## src/rtl/poly_sequencer.sv

```systemverilog
// poly_sequencer: queues polynomial operand tuples, hands them one job at a
// time to an external control/datapath pair, and returns the result or a
// timeout-abort marker through a valid/ready output port.
// DEPTH must be a power of two and at least 2.
module poly_sequencer #(
  parameter int unsigned DEPTH   = 4,
  parameter int unsigned TIMEOUT = 63
) (
  input  logic                     clk,
  input  logic                     rst,
  input  logic                     in_valid,
  output logic                     in_ready,
  input  logic [15:0]              in_a,
  input  logic [15:0]              in_b,
  input  logic [15:0]              in_c,
  input  logic [15:0]              in_x,
  output logic [15:0]              A,
  output logic [15:0]              B,
  output logic [15:0]              C,
  output logic [15:0]              Xis,
  output logic                     w,
  input  logic                     done,
  input  logic [15:0]              resultado,
  output logic                     out_valid,
  input  logic                     out_ready,
  output logic [15:0]              out_data,
  output logic                     out_err,
  output logic [$clog2(DEPTH):0]   occupancy
);

  localparam int unsigned AW = $clog2(DEPTH);
  localparam int unsigned CW = AW + 1;
  localparam int unsigned TW = $clog2(TIMEOUT + 2);
  localparam int unsigned TUPLE_W = 64;
  localparam logic [CW-1:0] DEPTH_C   = CW'(DEPTH);
  localparam logic [TW-1:0] TIMEOUT_C = TW'(TIMEOUT);
  localparam logic [15:0]   ABORT_DATA = 16'hFFFF;

  typedef enum logic [2:0] {
    S_IDLE,
    S_LOAD,
    S_START,
    S_WAIT,
    S_OUT
  } state_t;

  state_t              state_q, state_d;
  logic [AW-1:0]       wr_ptr_q, wr_ptr_d;
  logic [AW-1:0]       rd_ptr_q, rd_ptr_d;
  logic [CW-1:0]       count_q, count_d;
  logic                in_ready_q, in_ready_d;
  logic [15:0]         a_q, a_d;
  logic [15:0]         b_q, b_d;
  logic [15:0]         c_q, c_d;
  logic [15:0]         x_q, x_d;
  logic                w_q, w_d;
  logic [TW-1:0]       cnt_q, cnt_d;
  logic                ov_q, ov_d;
  logic [15:0]         od_q, od_d;
  logic                oe_q, oe_d;

  logic                push;
  logic                pop;
  logic [TUPLE_W-1:0]  head;
  logic [TUPLE_W-1:0]  fifo_mem [DEPTH];

  assign head = fifo_mem[rd_ptr_q];

  // Tuple storage; contents are invalidated by the pointers on reset, not cleared.
  always_ff @(posedge clk) begin
    if (push) begin
      fifo_mem[wr_ptr_q] <= {in_a, in_b, in_c, in_x};
    end
  end

  // FIFO pointers and occupancy; in_ready is precomputed from the next count.
  always_comb begin
    push     = in_valid && in_ready_q;
    wr_ptr_d = wr_ptr_q;
    rd_ptr_d = rd_ptr_q;
    count_d  = count_q;
    if (push) begin
      wr_ptr_d = wr_ptr_q + AW'(1);
    end
    if (pop) begin
      rd_ptr_d = rd_ptr_q + AW'(1);
    end
    case ({push, pop})
      2'b10:   count_d = count_q + CW'(1);
      2'b01:   count_d = count_q - CW'(1);
      default: count_d = count_q;
    endcase
    in_ready_d = (count_d < DEPTH_C);
  end

  // Job sequencing: next state, operand capture, start pulse, result capture.
  always_comb begin
    state_d = state_q;
    a_d     = a_q;
    b_d     = b_q;
    c_d     = c_q;
    x_d     = x_q;
    w_d     = 1'b0;
    cnt_d   = cnt_q;
    ov_d    = ov_q;
    od_d    = od_q;
    oe_d    = oe_q;
    pop     = 1'b0;
    unique case (state_q)
      S_IDLE: begin
        if (count_q != '0) begin
          state_d = S_LOAD;
        end
      end
      S_LOAD: begin
        pop                    = 1'b1;
        {a_d, b_d, c_d, x_d}   = head;
        // w is registered, so raising it here makes it high exactly in START.
        w_d                    = 1'b1;
        state_d                = S_START;
      end
      S_START: begin
        cnt_d   = '0;
        state_d = S_WAIT;
      end
      S_WAIT: begin
        // A completion in the same cycle as the timeout limit is a success.
        if (done) begin
          od_d    = resultado;
          oe_d    = 1'b0;
          ov_d    = 1'b1;
          state_d = S_OUT;
        end else if (cnt_q == TIMEOUT_C) begin
          od_d    = ABORT_DATA;
          oe_d    = 1'b1;
          ov_d    = 1'b1;
          state_d = S_OUT;
        end else begin
          cnt_d = cnt_q + TW'(1);
        end
      end
      S_OUT: begin
        if (out_ready) begin
          ov_d    = 1'b0;
          state_d = S_IDLE;
        end
      end
      default: begin
        state_d = S_IDLE;
      end
    endcase
  end

  // State and output registers with asynchronous reset.
  always_ff @(posedge clk or posedge rst) begin
    if (rst) begin
      state_q    <= S_IDLE;
      wr_ptr_q   <= '0;
      rd_ptr_q   <= '0;
      count_q    <= '0;
      in_ready_q <= 1'b1;
      a_q        <= '0;
      b_q        <= '0;
      c_q        <= '0;
      x_q        <= '0;
      w_q        <= 1'b0;
      cnt_q      <= '0;
      ov_q       <= 1'b0;
      od_q       <= '0;
      oe_q       <= 1'b0;
    end else begin
      state_q    <= state_d;
      wr_ptr_q   <= wr_ptr_d;
      rd_ptr_q   <= rd_ptr_d;
      count_q    <= count_d;
      in_ready_q <= in_ready_d;
      a_q        <= a_d;
      b_q        <= b_d;
      c_q        <= c_d;
      x_q        <= x_d;
      w_q        <= w_d;
      cnt_q      <= cnt_d;
      ov_q       <= ov_d;
      od_q       <= od_d;
      oe_q       <= oe_d;
    end
  end

  assign in_ready  = in_ready_q;
  assign A         = a_q;
  assign B         = b_q;
  assign C         = c_q;
  assign Xis       = x_q;
  assign w         = w_q;
  assign out_valid = ov_q;
  assign out_data  = od_q;
  assign out_err   = oe_q;
  assign occupancy = count_q;

endmodule
```

## config.mk

```make
export PLATFORM = sky130hd
export DESIGN_NAME = poly_sequencer
export DESIGN_NICKNAME = d
export VERILOG_FILES = /design/src/rtl/poly_sequencer.sv
export SDC_FILE = /design/constraint.sdc
export NUM_CORES = 1
export LEC_CHECK = 0
export CAP_MARGIN = 5
export CORE_MARGIN = 2
export CORE_UTILIZATION = 55
export CTS_CLUSTER_DIAMETER = 50
export DETAILED_ROUTE_END_ITERATION = 12
export PLACE_DENSITY = 0.8
export SLEW_MARGIN = 30
export SYNTH_ARGS = -nofsm -noshare
export SYNTH_HDL_FRONTEND = slang
export SYNTH_SLANG_ARGS = --single-unit
```

## constraint.sdc

```tcl
create_clock -name clk -period 4.95 [get_ports clk]
set_clock_uncertainty 0.05 [all_clocks]
set_input_delay 1.485 -clock clk [delete_from_list [all_inputs] [get_ports clk]]
set_output_delay 1.485 -clock clk [all_outputs]
set_load 0.005 [all_outputs]
```

==> flow_metrics.env <==
export IMPL_status="finished, final reports clean"
export IMPL_synth_edf_count=256
export IMPL_start_kind="register"
export IMPL_report_power_total_mw=10.06
export IMPL_portBuffers=171
export IMPL_required_ps=3410
export IMPL_reg2reg_depth=3
export IMPL_leakage_nw=5.793
export IMPL_grt_first_pass_wirelength_um=39680
export IMPL_relSlewSlack=0.3633
export IMPL_worstSetupStartpoint="in_ready$_DFF_PP1_"
export IMPL_ys_flop_type="edfxtp_1"
export IMPL_pwr_density_cell_nw_per_um2=604.6
export IMPL_cts_hold_buf=0
export IMPL_syn_avg_cell_area_um2=21.74
export IMPL_area_growth_synth_to_final_pct=25.42
export IMPL_synth_area_um2=13260
export IMPL_fillCellCount=1433
export IMPL_yosysTopAreaCell="edfxtp_1"
export IMPL_path_delay_family="flip-flops"
export IMPL_r2r_start="rd_ptr_q[0]$_DFFE_PP0P_"
export IMPL_ctsResizeCount=0
export IMPL_yosys_warnings=0
export IMPL_via_per_inst=5.634
export IMPL_track_usage=0.2029
export IMPL_period_share=0.6355
export IMPL_slew_viol_final=0
export IMPL_min_path_cells=1
export IMPL_cpMaxStageDelayCell="dfstp_2"
export IMPL_gp_congestion=0.8088
export IMPL_drtIter0Drc=577
export IMPL_cts_buffers=36
export IMPL_setup_viol=0
export IMPL_io_pins=172
export IMPL_hold_class="reg -> reg"
export IMPL_die_w_um=159.3
export IMPL_endpoint="in_ready"
export IMPL_vias=6473
export IMPL_timing_hold_violations_final=0
export IMPL_syn_nets=702
export IMPL_drc=0
export IMPL_cts_tree="yes"
export IMPL_start_util=0.5634
export IMPL_dr_pass1_iters=5
export IMPL_rows=56
export IMPL_core_area_um2=23540
export IMPL_grt_pass1_vias=6917
export IMPL_cap_violations=0
export IMPL_worst_setup_path_type="reg -> out"
export IMPL_tightest_slew_ps=955.1
export IMPL_h_tree_depth=2
export IMPL_critical_path_buf_inv_count=1
export IMPL_min_period_ps=3146
export IMPL_path_clk_slew_ps=60
export IMPL_regToRegSetupSlack_ps=2740
export IMPL_drive_gt1_frac=0.2530
export IMPL_synth_seq_cells=357
export IMPL_timing_rr_end="B[0]$_DFFE_PP0P_"
export IMPL_clkSinkCount=357
export IMPL_antenna_cells=0
export IMPL_vdd_drop_max_uv=384.6
export IMPL_async_reset_ff_frac=0.2829
export IMPL_wl_per_cell_um=22.03
export IMPL_tns_ps=0
export IMPL_seq_area_frac_synth=0.7702
export IMPL_path_max_fanout=6
export IMPL_arrival_ps=1610
export IMPL_wl_um=25310
export IMPL_ant_nets=0
export IMPL_rsz0062_at_grt="no"
export IMPL_antenna_found_initial=1
export IMPL_nets=894
export IMPL_hpwlAfterDp_um=14880
export IMPL_grt_ovfl_total=0
export IMPL_clk_path_buf_depth=3
export IMPL_fmax_mhz=317.9
export IMPL_post_cts_buffers=0
export IMPL_clk_latency_ps=520
export IMPL_synth_top_area_share=0.5796
export IMPL_path_cells="clkdlybuf4s50_1"
export IMPL_worstSetupPathDepth=1
export IMPL_endpoint_kind="output port"
export IMPL_synth_area_leaders="edfxtp_1 (58%), dfrtp_1 (19%), mux4_2 (11%)"
export IMPL_syn_inst=610
export IMPL_die_area_um2=25370
export IMPL_grt_max_degree=68
export IMPL_slowest_delay_ps=580
export IMPL_die_y_um=159.3
export IMPL_cts_root_buf="clkbuf_16"
export IMPL_ys_types=42
synth_stat cells, types with 2 or more instances:
cell type and count:
nand2_1 9, mux2_2 66, and3_1 7, edfxtp_1 256
inv_1 5, buf_6 6, o22a_1 16, buf_4 4
dfrtp_1 100, clkbuf_1 6, nor2_1 10, a21oi_1 8
xor2_1 2, buf_2 9, xnor2_1 4, nor3_1 3
nor2b_1 2, nand3_1 5, mux4_2 64, ha_1 6
cells in the final DEF, fill, tap and decap left out, types with 3 or more instances in the layout:
master           Yosys  layout
inv_6                0       3
ha_1                 6       6
and3_4               0       4
edfxtp_1           256     256
dfrtp_1            100      98
mux4_2              64      64
buf_12               0       5
clkdlybuf4s50_1      0     171
mux2_2              66      66
clkbuf_8             0       4
inv_1                5       4
nand3_1              5       5
clkbuf_16            0      38
nand2_1              9       9
nor2_1              10      10
xnor2_1              4       4
clkinv_2             0       6
clkbuf_1             6       5
a21oi_1              8       8
bufinv_16            0       3
o22a_1              16      16
and3_1               7       3
nor3_1               3       3
clkinv_1             0       3
logic make-up after synthesis:
group | synth area share
xor+xnor | 0.003962
simple gates | 0.01821
buf+inv | 0.01415
compound gates | 0.02160
flops | 0.7702
fa+ha+maj | 0.007169
mux | 0.1647
stage by stage:
stage	hold slack (ps)	std cells	utilization	instance area [um2]	setup slack, ps
finish	437.7	1149	0.7066	16640	1804
global route	452.9	1149	0.7066	16640	1757
CTS	439.3	1144	0.7017	16520	1766
detailed placement	427.1	1078	0.6498	15300	1502
global placement	419.0	1077	0.6489	15280	1533
floorplan	434.4	610	-	13260	769.5
report_power, final:
| group | switching, mW | internal, mW |
|---|---|---|
| registers | 0.515 | 3.97 |
| logic | 1.07 | 1.77 |
| clock network | 1.10 | 1.63 |
| total | 2.68 | 7.37 |
metal layers:
| metal | vias up | share of wire | GRT usage |
|---|---|---|---|
| met5 | - | 0.00059 | 0 |
| met4 | 2 | 0.023 | 0.05826 |
| met2 | 220 | 0.50 | 0.3368 |
| met1 | 3353 | 0.41 | 0.2728 |
| met3 | 50 | 0.059 | 0.04845 |
| li1 | 2848 | - | - |
how the worst min path moves through the flow:
stage | start | endpoint | slack, ps
2_1_floorplan | out_data[0]$_DFFE_PP0P_ | out_data[0]$_DFFE_PP0P_ | 430
5_1_grt | out_data[7]$_DFFE_PP0P_ | out_data[7]$_DFFE_PP0P_ | 450
3_5_place_dp | out_data[7]$_DFFE_PP0P_ | out_data[7]$_DFFE_PP0P_ | 430
3_3_place_gp | out_data[15]$_DFFE_PP0P_ | out_data[15]$_DFFE_PP0P_ | 420
6_report | out_data[12]$_DFFE_PP0P_ | out_data[12]$_DFFE_PP0P_ | 440
4_1_cts | out_data[12]$_DFFE_PP0P_ | out_data[12]$_DFFE_PP0P_ | 440
layout make-up:
class                   instances  area, um2  area share
flip-flops and latches        357      10220      0.6145
multi-input cells             222       2887      0.1735
repair buffers                180       1882      0.1131
clock buffers                  47       1025     0.06160
well taps                     319      399.1     0.02399
clock inverters                19      198.9     0.01196
inverters                       5      21.27    0.001279
state kept, by name, indices dropped and copies added (netlist names), named ones only:
| name | flops |
|---|---|
| rd_ptr_q | 2 |
| state_q | 3 |
| in_ready | 1 |
| out_data | 16 |
| C | 16 |
| occupancy | 2 |
| Xis | 16 |
| fifo_mem | 256 |
| out_err | 1 |
| cnt_q | 7 |
| B | 16 |
| A | 16 |
| out_valid | 1 |
| wr_ptr_q | 2 |
| w | 1 |
Note: power is estimated with default switching activity, not from simulation.
